<file path="src/rtl/memory_to_writeback_bank_pkg.sv">
`default_nettype none
// ============================================================================
// Module      : mwb_pkg
// Description : Shared constants and types for the MEM->WB pipeline bank.
// Revision    : 1.0 - initial release
// ============================================================================
package mwb_pkg;

  // Result select encodings consumed by the writeback mux
  localparam logic [1:0] RESULT_SRC_ALU = 2'b00;
  localparam logic [1:0] RESULT_SRC_MEM = 2'b01;
  localparam logic [1:0] RESULT_SRC_PC4 = 2'b10;

  localparam int unsigned REG_ADDR_W = 5;

  // Width-independent per-lane W fields; XLEN-wide data lives in separate arrays
  typedef struct packed {
    logic                  valid;
    logic                  reg_write;
    logic [1:0]            result_src;
    logic [REG_ADDR_W-1:0] rd;
  } mwb_lane_t;

endpackage
`default_nettype wire

</file>
<file path="src/rtl/memory_to_writeback_bank_lane_popcount.sv">
`default_nettype none
// ============================================================================
// Module      : lane_popcount
// Description : Counts the set bits of a LANES-wide valid vector.
// Revision    : 1.0 - initial release
// ============================================================================
module lane_popcount #(
  parameter int LANES = 2
) (
  input  logic [LANES-1:0]             i_lanes,
  output logic [$clog2(LANES+1)-1:0]   o_count
);

  localparam int OUT_W = $clog2(LANES + 1);

  // Ripple sum of the lane bits
  always_comb begin
    o_count = '0;
    for (int i = 0; i < LANES; i++) begin
      o_count = o_count + OUT_W'(i_lanes[i]);
    end
  end

endmodule
`default_nettype wire

</file>
<file path="src/rtl/memory_to_writeback_bank.sv">
`default_nettype none
// ============================================================================
// Module      : memory_to_writeback_bank
// Description : LANES-wide MEM->WB pipeline register with stall, flush and
//               intra-bundle same-destination write arbitration (younger,
//               higher-index lane wins). Optional retired-instruction counter
//               enabled by defining MWB_RETIRE_CNT_EN.
// Revision    : 1.0 - initial release
// ============================================================================
module memory_to_writeback_bank
  import mwb_pkg::*;
#(
  parameter int LANES = 2,
  parameter int XLEN  = 32,
  parameter int CNT_W = 32
) (
  input  logic                     clk,
  input  logic                     rst,
  input  logic                     StallW,
  input  logic                     FlushW,
  input  logic [LANES-1:0]         ValidM,
  input  logic [LANES-1:0]         RegWriteM,
  input  logic [LANES*2-1:0]       ResultSrcM,
  input  logic [LANES*XLEN-1:0]    ALUResultM,
  input  logic [LANES*XLEN-1:0]    ReadDataM,
  input  logic [LANES*5-1:0]       RdM,
  input  logic [LANES*XLEN-1:0]    PCPlus4M,
`ifdef MWB_RETIRE_CNT_EN
  output logic [CNT_W-1:0]         RetireCountW,
`endif
  output logic [LANES-1:0]         ValidW,
  output logic [LANES-1:0]         RegWriteW,
  output logic [LANES*2-1:0]       ResultSrcW,
  output logic [LANES*XLEN-1:0]    ALUResultW,
  output logic [LANES*XLEN-1:0]    ReadDataW,
  output logic [LANES*5-1:0]       RdW,
  output logic [LANES*XLEN-1:0]    PCPlus4W
);

  if (LANES < 1 || CNT_W < 1) begin : g_param_check
    $error("memory_to_writeback_bank: LANES and CNT_W must be at least 1");
  end

  logic [LANES-1:0]            shadowed;
  mwb_lane_t [LANES-1:0]       lane_d, lane_q;
  logic [LANES-1:0][XLEN-1:0]  alu_d, alu_q;
  logic [LANES-1:0][XLEN-1:0]  rdata_d, rdata_q;
  logic [LANES-1:0][XLEN-1:0]  pc4_d, pc4_q;

  // A lane is shadowed when a younger lane in the same bundle writes the same rd
  always_comb begin
    shadowed = '0;
    for (int i = 0; i < LANES; i++) begin
      for (int j = i + 1; j < LANES; j++) begin
        if (ValidM[j] && RegWriteM[j] &&
            (RdM[j*REG_ADDR_W +: REG_ADDR_W] == RdM[i*REG_ADDR_W +: REG_ADDR_W])) begin
          shadowed[i] = 1'b1;
        end
      end
    end
  end

  // Next-state: flush kills valid/write only, stall holds, otherwise load
  always_comb begin
    lane_d  = lane_q;
    alu_d   = alu_q;
    rdata_d = rdata_q;
    pc4_d   = pc4_q;
    if (FlushW) begin
      for (int i = 0; i < LANES; i++) begin
        lane_d[i].valid     = 1'b0;
        lane_d[i].reg_write = 1'b0;
      end
    end else if (!StallW) begin
      for (int i = 0; i < LANES; i++) begin
        lane_d[i].valid      = ValidM[i];
        lane_d[i].reg_write  = RegWriteM[i] & ValidM[i] & ~shadowed[i] &
                               (RdM[i*REG_ADDR_W +: REG_ADDR_W] != '0);
        lane_d[i].result_src = ResultSrcM[i*2 +: 2];
        lane_d[i].rd         = RdM[i*REG_ADDR_W +: REG_ADDR_W];
        alu_d[i]             = ALUResultM[i*XLEN +: XLEN];
        rdata_d[i]           = ReadDataM[i*XLEN +: XLEN];
        pc4_d[i]             = PCPlus4M[i*XLEN +: XLEN];
      end
    end
  end

  // Lane register array with synchronous reset
  always_ff @(posedge clk) begin
    for (int i = 0; i < LANES; i++) begin
      if (rst) begin
        lane_q[i]  <= '0;
        alu_q[i]   <= '0;
        rdata_q[i] <= '0;
        pc4_q[i]   <= '0;
      end else begin
        lane_q[i]  <= lane_d[i];
        alu_q[i]   <= alu_d[i];
        rdata_q[i] <= rdata_d[i];
        pc4_q[i]   <= pc4_d[i];
      end
    end
  end

  for (genvar g = 0; g < LANES; g++) begin : g_lane_out
    assign ValidW[g]                              = lane_q[g].valid;
    assign RegWriteW[g]                           = lane_q[g].reg_write;
    assign ResultSrcW[g*2 +: 2]                   = lane_q[g].result_src;
    assign RdW[g*REG_ADDR_W +: REG_ADDR_W]        = lane_q[g].rd;
    assign ALUResultW[g*XLEN +: XLEN]             = alu_q[g];
    assign ReadDataW[g*XLEN +: XLEN]              = rdata_q[g];
    assign PCPlus4W[g*XLEN +: XLEN]               = pc4_q[g];
  end

`ifdef MWB_RETIRE_CNT_EN
  localparam int POP_W = $clog2(LANES + 1);

  logic [POP_W-1:0] retire_pop;
  logic [CNT_W-1:0] retire_cnt_d, retire_cnt_q;

  lane_popcount #(
    .LANES (LANES)
  ) u_lane_popcount (
    .i_lanes (ValidM),
    .o_count (retire_pop)
  );

  // Shadowed lanes still retire, so count raw ValidM on every load edge
  always_comb begin
    retire_cnt_d = retire_cnt_q;
    if (!FlushW && !StallW) begin
      retire_cnt_d = retire_cnt_q + CNT_W'(retire_pop);
    end
  end

  // Retire counter register, wraps naturally
  always_ff @(posedge clk) begin
    if (rst) begin
      retire_cnt_q <= '0;
    end else begin
      retire_cnt_q <= retire_cnt_d;
    end
  end

  assign RetireCountW = retire_cnt_q;
`endif

endmodule
`default_nettype wire

</file>
<file path="config.mk">
export PLATFORM = sky130hd
export DESIGN_NAME = memory_to_writeback_bank
export DESIGN_NICKNAME = d
export VERILOG_FILES = /design/src/rtl/memory_to_writeback_bank_pkg.sv /design/src/rtl/memory_to_writeback_bank_lane_popcount.sv /design/src/rtl/memory_to_writeback_bank.sv
export SDC_FILE = /design/constraint.sdc
export NUM_CORES = 1
export LEC_CHECK = 0
export BUFFER_PORTS_ARGS = -buffer_cell sky130_fd_sc_hd__buf_2
export CAP_MARGIN = 10
export CORE_AREA = 2 2 166 168
export CTS_BUF_LIST = sky130_fd_sc_hd__clkbuf_2
export CTS_CLUSTER_SIZE = 16
export DETAILED_ROUTE_END_ITERATION = 16
export DIE_AREA = 0 0 168 170
export GPL_TIMING_DRIVEN = 0
export SETUP_SLACK_MARGIN = 0.1
export SYNTH_ARGS = -nofsm -noshare
export SYNTH_HDL_FRONTEND = slang
export SYNTH_SLANG_ARGS = --single-unit
</file>
<file path="constraint.sdc">
create_clock -name clk -period 1.7 [get_ports clk]
set_input_delay 0.51 -clock clk [delete_from_list [all_inputs] [get_ports clk]]
set_output_delay 0.51 -clock clk [all_outputs]
set_load 0.05 [all_outputs]
</file>
Word level (Yosys, flattened, before mapping) --
Cells that the tools add are included.
Word-level totals: register bits 210, input port bits 214, output and inout bits 210, logic and storage cells 30
Operators by class: reduce and logical (&&, ||, !) cells 6, bitwise logic cells 8, mux-type cells 1, eq/ne operators 1
Operators with widths (number):
- $reduce_bool A5 Y1 | 2
- $and A1 B1 Y1 | 5
- $eq A5 B5 Y1 | 1
- $not A1 Y1 | 3
- $logic_and A1 B1 Y1 | 2
- $reduce_and A2 Y1 | 1
- $reduce_or A2 Y1 | 1
- $mux W1 | 1

Depth between registers and ports, before layout --
Gate-level depths: netlist of run 1.
depth in word-level cells 6, depth in mapped cells 7

Least setup slack after synthesis of run 1 --
No wires, ideal clock.
kind input port to flip-flop, start input port StallW, end register alu_q (netlist bit ALUResultW[0]), setup slack 0.112 ns, stages 7, arrival time 1.456 ns, path through buf_2 > or2_1 > buf_2 > buf_4 > buf_4 > nand2_1 > a21oi_1
On the way: cells in the longest elaborated chain, start to end 2
Ends and longest elaborated chain:
- start: declaration | line memory_to_writeback_bank.sv:19 | input logic StallW,
- $not A1 Y1 (no line)
- $reduce_and A2 Y1 (no line)
- end signal: indexed assignment | line memory_to_writeback_bank.sv:98 | alu_q[i] <= alu_d[i];
- end: declaration | line memory_to_writeback_bank.sv:46 | logic [LANES-1:0][XLEN-1:0] alu_d, alu_q;
Every way passes these cells. A chain may end at the register's enable or synchronous reset.

Worst setup path after layout of run 1 --
start register rdata_q (netlist bit ReadDataW[28]), end output port ReadDataW[28]
RTL lines:
- start: declaration | line memory_to_writeback_bank.sv:47 | logic [LANES-1:0][XLEN-1:0] rdata_d, rdata_q;
- start signal: indexed assignment | line memory_to_writeback_bank.sv:99 | rdata_q[i] <= rdata_d[i];
- end: declaration | line memory_to_writeback_bank.sv:35 | output logic [LANES*XLEN-1:0] ReadDataW,
No word-level cell between the ends.

==> reports/qor.csv, run 1 <==
metric;value;unit
status;finished, violations left;
violations;negative setup slack;
hold_viol_final;0;
grt_pass1_vias;9896;
tns;-21.03;ns
reg2regPathDepth;3;
clk_latency;0.78;ns
grt_usage;22.3;%
cts_max_level;2;
cts.sinks;210;
numPortBuffers;422;
grt_overflow;0;
dpl_cell_area;9850;µm²
clockRootBuffer;clkbuf_2;
ant_nets;0;
area_growth;108;%
path_buf_inv;1;
drcViolationCount;0;
cpPeakStageDelay;0.38;ns
antenna_found_initial;2;
fillers;2032;
critical_path.startpoint_type;flop;
routed_wl;35400;µm
critical_path.top_delay_family;flip-flops;
slew_headroom;51.0;%
fmax;537;MHz
die_h;170;µm
min_path_cells;3;
worst-r2r-setup-slack;0.44;ns
yosys.area_share.simple;22.2;%
vias;9658;
cts.clk_slew.worst_paths;0.12;ns
rsz0062_at_grt;yes;
whs;0.119;ns
netlist_area;7310;µm²
synth-xor-area-share;0.599;%
whs_endpoint;ValidW[1]$_SDFFE_PP0N_;
hold_path.class;in -> reg;
grt_pass1_wl;50800;µm
drt_pass1_iterations;5;
r2r-start;ValidW[0]$_SDFFE_PP0N_;
drive_gt1_share;47.8;%
final_nets;1879;
pwr_density_cell;784;nW/µm²
finClkSkew;0;ns
io_pins;424;
leakagePower;6.67;nW
arrival;1.35;ns
syn_area_per_cell;7.93;µm²
ys_warn_count;0;
crit_path_top_delay_cell;dfxtp_2;
synth_top_family_by_area;simple AND/OR/NAND/NOR gates;
wl_per_cell;17.3;µm
gp_congestion;0.806;
grt_start_max_net_pins;15;
synth_nets;1136;
async_flop_share;0;%
holdCritStartpoint;StallW;
muxShareOfSynthArea;0.137;%
dp.cells;1685;
crit_type;reg -> out;
dieArea;28600;µm²
ys.flop_type;dfxtp_1;
start_util;27.4;%
drt_iter0_markers;652;
cap_violations;0;
cts_made_buffers;56;
ys_ff_latch;210;
yosysUniqueCellTypes;23;
peakVddDrop;568;µV
final_max_slew_viol_count;0;
hpwl;19600;µm
crit_fanout;2;
fin_crit;1.86;ns
crit-reg2reg-capture;ValidW[0]$_SDFFE_PP0N_;
required;1.19;ns
cts_tree;done;
cp_cell_sequence;buf_8;
fin_cells;2044;
cts_buffer_depth;3;
worstMarginPinSlew;0.736;ns
design_area;15200;µm²
synthAdderAreaFrac;0;%
setup_viol;210;
coreArea;26700;µm²
ys_seq_area_share;57.5;%
via_per_inst;4.73;
setup_slack;-0.162;ns
period_share;110;%
rows;60;
synth_edf_count;0;
finish.utilization;57.0;%
end_kind;output pin;
fp.dieW;168;µm
synth_compound_area_share;14.7;%
postSynthCellCount;922;
==> where the power goes <==
| part | total, mW | internal, mW | leakage, nW | switching, mW |
|---|---|---|---|---|
| Combinational | 2.91 | 1.33 | 4.48 | 1.58 |
| Clock | 3.60 | 1.43 | 0.380 | 2.17 |
| Sequential | 5.40 | 5.18 | 1.81 | 0.216 |
| Total | 11.9 | 7.94 | 6.67 | 3.97 |
==> per-stage QoR <==
| step | setup WS, ns | power (mW) |
|---|---|---|
| after detailed placement | -0.527 | 7.30 |
| after floorplan | 0.112 | 6.62 |
| final | -0.162 | 11.9 |
| after global placement | -0.507 | 7.28 |
| after global routing | -0.285 | 12.4 |
| after CTS | -0.260 | 11.8 |
==> sequential cells by signal (all words and copies together) (netlist names) <==
name,flops
ReadDataW,64
ALUResultW,64
RdW,10
PCPlus4W,64
RegWriteW,2
ResultSrcW,4
ValidW,2
==> how the worst max path moves through the flow <==
stage                                  endpoint  slack [ns]                  startpoint  depth (start not counted)
finish                            ReadDataW[28]       -0.16  ReadDataW[28]$_SDFFE_PP0P_                          1
global route                       RegWriteW[1]       -0.29   RegWriteW[1]$_SDFFE_PP0N_                          1
CTS                                RegWriteW[1]       -0.26   RegWriteW[1]$_SDFFE_PP0N_                          1
detailed placement  ALUResultW[13]$_SDFFE_PP0P_       -0.53                         rst                          5
global placement    ALUResultW[37]$_SDFFE_PP0P_       -0.51                         rst                          5
floorplan            ALUResultW[0]$_SDFFE_PP0P_        0.11                      StallW                          7
==> placed cells by master, fill, tap and decap left out, types with 2 or more instances in the layout <==
cell type / n
dlygate4sd3_1: 213
nor3_1: 3
buf_6: 14
a21oi_1: 207
diode_2: 3
or4_1: 2
xor2_1: 5
clkinv_2: 2
dfxtp_2: 202
clkinv_1: 6
nand2_1: 414
buf_8: 197
clkbuf_2: 86
clkbuf_1: 26
dfxtp_4: 8
buf_4: 68
buf_2: 233
==> synthesized netlist by cell type (2+ instances only) <==
library cell / number / area (µm²)
dfxtp_1: 210 / 4200
or4_1: 2 / 15.0
clkbuf_1: 29 / 109
nand2_1: 414 / 1550
xor2_1: 5 / 43.8
nor3_1: 3 / 15.0
buf_2: 21 / 105
buf_4: 17 / 128
a21oi_1: 207 / 1040
==> routing by layer <==
metal  wire length (µm)  vias up  global-route usage (%)
met4               1810        0                    11.5
met1              12100     4462                    21.5
li1                   -     4489                       -
met3               3340      137                    7.81
met2              18200      570                    41.9
met5                  0        -                       0
==> layout make-up <==
type | instances | area, µm² | area share (%)
tap | 341 | 427 | 2.81
timing repair buffer | 686 | 6680 | 44.0
sequential | 210 | 4490 | 29.5
buffer | 68 | 357 | 2.35
multi-input combinational | 643 | 2750 | 18.1
clock buffer | 83 | 415 | 2.73
clock inverter | 10 | 66.3 | 0.436
antenna | 3 | 7.51 | 0.0494
==> repair_timing <==
item,4_1_cts,5_1_grt
setup buffers,13,38
pin swaps,0,1
resized for setup,798,42
endpoints found under the setup margin,210,249
hold buffers,213,0
endpoints found under the hold margin,210,0
==> kinds of logic (layout without fill, tap and decap cells) <==
logic type / Yosys count / in the layout
xor gates and xnor gates: 5 / 5
buffers and inverters: 69 / 847
AOI/OAI and AO/OA: 212 / 212
muxes: 1 / 1
DFF: 210 / 210
and+or+nand+nor: 425 / 425
other: 0 / 3
(Power assumes the default switching activity.)
==> run 2, diff against run 1 <==
--- a/config.mk
+++ b/config.mk
@@ -13,6 +13,7 @@
 export DETAILED_ROUTE_END_ITERATION = 16
 export DIE_AREA = 0 0 168 170
 export GPL_TIMING_DRIVEN = 0
+export PLACE_DENSITY = 0.61
 export SETUP_SLACK_MARGIN = 0.1
 export SYNTH_ARGS = -nofsm -noshare
 export SYNTH_HDL_FRONTEND = slang
==> reports/qor.csv, run 2 (same netlist as run 1, synthesis figures left out) <==
metric;value;unit;change
end_kind;output pin;;unchanged
dp.cells;1685;;unchanged
cts.clk_slew.worst_paths;0.12;ns;about the same
cts_buffer_depth;3;;unchanged
cts_tree;done;;unchanged
critical_path.top_delay_family;flip-flops;;unchanged
grt_overflow;0;;unchanged
dieArea;28600;µm²;unchanged
fillers;2078;;was 2032
fp.dieW;168;µm;unchanged
cts_made_buffers;56;;unchanged
ant_nets;0;;unchanged
setup_viol;210;;unchanged
status;finished, violations left;;unchanged
finish.utilization;57.1;%;was 57.0%
arrival;1.32;ns;was 1.35 ns
cts_max_level;2;;unchanged
multiInputGateArea;2750;µm²;unchanged
worstMarginPinSlew;0.781;ns;was 0.736 ns
final_nets;1881;;was 1879
path_buf_inv;1;;unchanged
io_pins;424;;unchanged
cp.depth;1;;unchanged
antenna_found_initial;2;;unchanged
drt_pass1_iterations;5;;unchanged
hold_viol_final;0;;unchanged
register_area;4480;µm²;was 4490 µm²
drt_iter0_markers;528;;was 652
pwr_density_cell;783;nW/µm²;was 784 nW/µm²
coreArea;26700;µm²;unchanged
layout_common_cells;414 x nand2_1, 233 x buf_2, 211 x dlygate4sd3_1, 207 x a21oi_1, 205 x dfxtp_2;;was 414 x nand2_1, 233 x buf_2, 213 x dlygate4sd3_1, 207 x a21oi_1, 202 x dfxtp_2
violations;negative setup slack;;unchanged
crit_path_top_delay_cell;dfxtp_2;;unchanged
period_share;108;%;was 110%
rsz0062_at_grt;yes;;unchanged
required;1.19;ns;about the same
fin_cells;2054;;was 2044
critical_path.startpoint_type;flop;;unchanged
start_util;27.4;%;unchanged
drcViolationCount;0;;unchanged
grt_usage;22.1;%;was 22.3%
grt_pass1_vias;9928;;was 9896
leakagePower;6.68;nW;was 6.67 nW
cp-startpoint;ALUResultW[41]$_SDFFE_PP0P_;;was ReadDataW[28]$_SDFFE_PP0P_
finClkSkew;0;ns;unchanged
die_h;170;µm;unchanged
clockRootBuffer;clkbuf_2;;unchanged
rows;60;;unchanged
slew_headroom;48.0;%;was 51.0%
fmax;545;MHz;was 537 MHz
area_growth;108;%;about the same
worst-r2r-setup-slack;0.50;ns;was 0.44 ns
r2r-start;ValidW[1]$_SDFFE_PP0N_;;was ValidW[0]$_SDFFE_PP0N_
numPortBuffers;422;;unchanged
fin_crit;1.83;ns;was 1.86 ns
grt_pass1_wl;50600;µm;was 50800 µm
gp_congestion;0.804;;was 0.806
wl_per_cell;16.8;µm;was 17.3 µm
routed_wl;34600;µm;was 35400 µm
crit_type;reg -> out;;unchanged
cp_cell_sequence;buf_8;;unchanged
final_max_slew_viol_count;0;;unchanged
vias;9584;;was 9658
setup_slack;-0.134;ns;was -0.162 ns
holdCritStartpoint;StallW;;unchanged
crit_fanout;2;;unchanged
layout_commonest_cell;nand2_1;;unchanged
peakVddDrop;533;µV;was 568 µV
worstSetupEndpoint;ALUResultW[41];;was ReadDataW[28]
grt_start_max_net_pins;14;;was 15
reg2regPathDepth;3;;unchanged
via_per_inst;4.67;;was 4.73
hold_path.class;in -> reg;;unchanged
cts.sinks;210;;unchanged
clk_latency;0.76;ns;was 0.78 ns
cpPeakStageDelay;0.39;ns;was 0.38 ns
drive_gt1_share;47.7;%;was 47.8%
cap_violations;0;;unchanged
hpwl;19800;µm;was 19600 µm
crit-reg2reg-capture;ValidW[1]$_SDFFE_PP0N_;;was ValidW[0]$_SDFFE_PP0N_
## run 2: changes by cell type in the layout (fill, tap and decap cells not counted), moves of 2 or more
| cell | delta |
|---|---|
| buf_4 | +3 |
| clkbuf_1 | +3 |
| clkinv_1 | +3 |
| dfxtp_2 | +3 |
| dfxtp_4 | -3 |
| diode_2 | +3 |
| dlygate4sd3_1 | -2 |
## run 2: cell type report
class | count | share of cell area (%)
Tap cell | 341 | 2.80
Buffer | 69 | 2.34
Clock inverter | 12 | 0.485
Sequential cell | 210 | 29.4
Timing Repair Buffer | 687 | 43.9
Multi-Input combinational cell | 643 | 18.1
Antenna cell | 6 | 0.0987
Clock buffer | 86 | 2.83
## run 2: timing repair
action                     4_1_cts  5_1_grt
hold buffers                   211        0
gates resized for setup        805       27
hold endpoints to repair       210        0
buffers inserted                16       38
setup endpoints to repair      210      210
## run 2: worst min-delay path by stage
stage / to / slack, ns / cells after the start
final: ValidW[0]$_SDFFE_PP0N_ / 0.12 / 3
after CTS: ValidW[0]$_SDFFE_PP0N_ / 0.02 / 3
after detailed placement: ReadDataW[25]$_SDFFE_PP0P_ / 0.44 / 2
after global placement: ReadDataW[30]$_SDFFE_PP0P_ / 0.44 / 2
after floorplan: ValidW[0]$_SDFFE_PP0N_ / 0.59 / 1
after global routing: ValidW[0]$_SDFFE_PP0N_ / 0.03 / 3
## run 2: layer usage
metal | vias up | wire (µm) | global-route usage [%]
met4 | 0 | 1730 | 11.7
met2 | 515 | 17900 | 41.5
met1 | 4425 | 11900 | 21.6
li1 | 4498 | - | -
met3 | 146 | 3060 | 7.33
met5 | - | 0 | 0
## run 2: power breakdown
group / leakage (nW) / internal (mW) / total (mW) / switching (mW)
Clock: 0.393 / 1.48 / 3.62 / 2.14
Combinational: 4.48 / 1.33 / 2.90 / 1.57
Sequential: 1.81 / 5.19 / 5.39 / 0.210
## run 2: through the flow
| step | setup TNS (ns) | hold WS (ns) | power [mW] | worst slack [ns] | instance area [µm²] |
|---|---|---|---|---|---|
| CTS | -39.14 | 0.0186 | 11.8 | -0.219 | 14800 |
| detailed placement | -58.88 | 0.443 | 7.30 | -0.598 | 9850 |
| finish | -16.72 | 0.120 | 11.9 | -0.134 | 15200 |
| global placement | -54.53 | 0.439 | 7.28 | -0.554 | 9850 |
| global route | -43.14 | 0.0288 | 12.5 | -0.255 | 15200 |
| floorplan | 0 | 0.589 | 6.62 | 0.112 | 7310 |
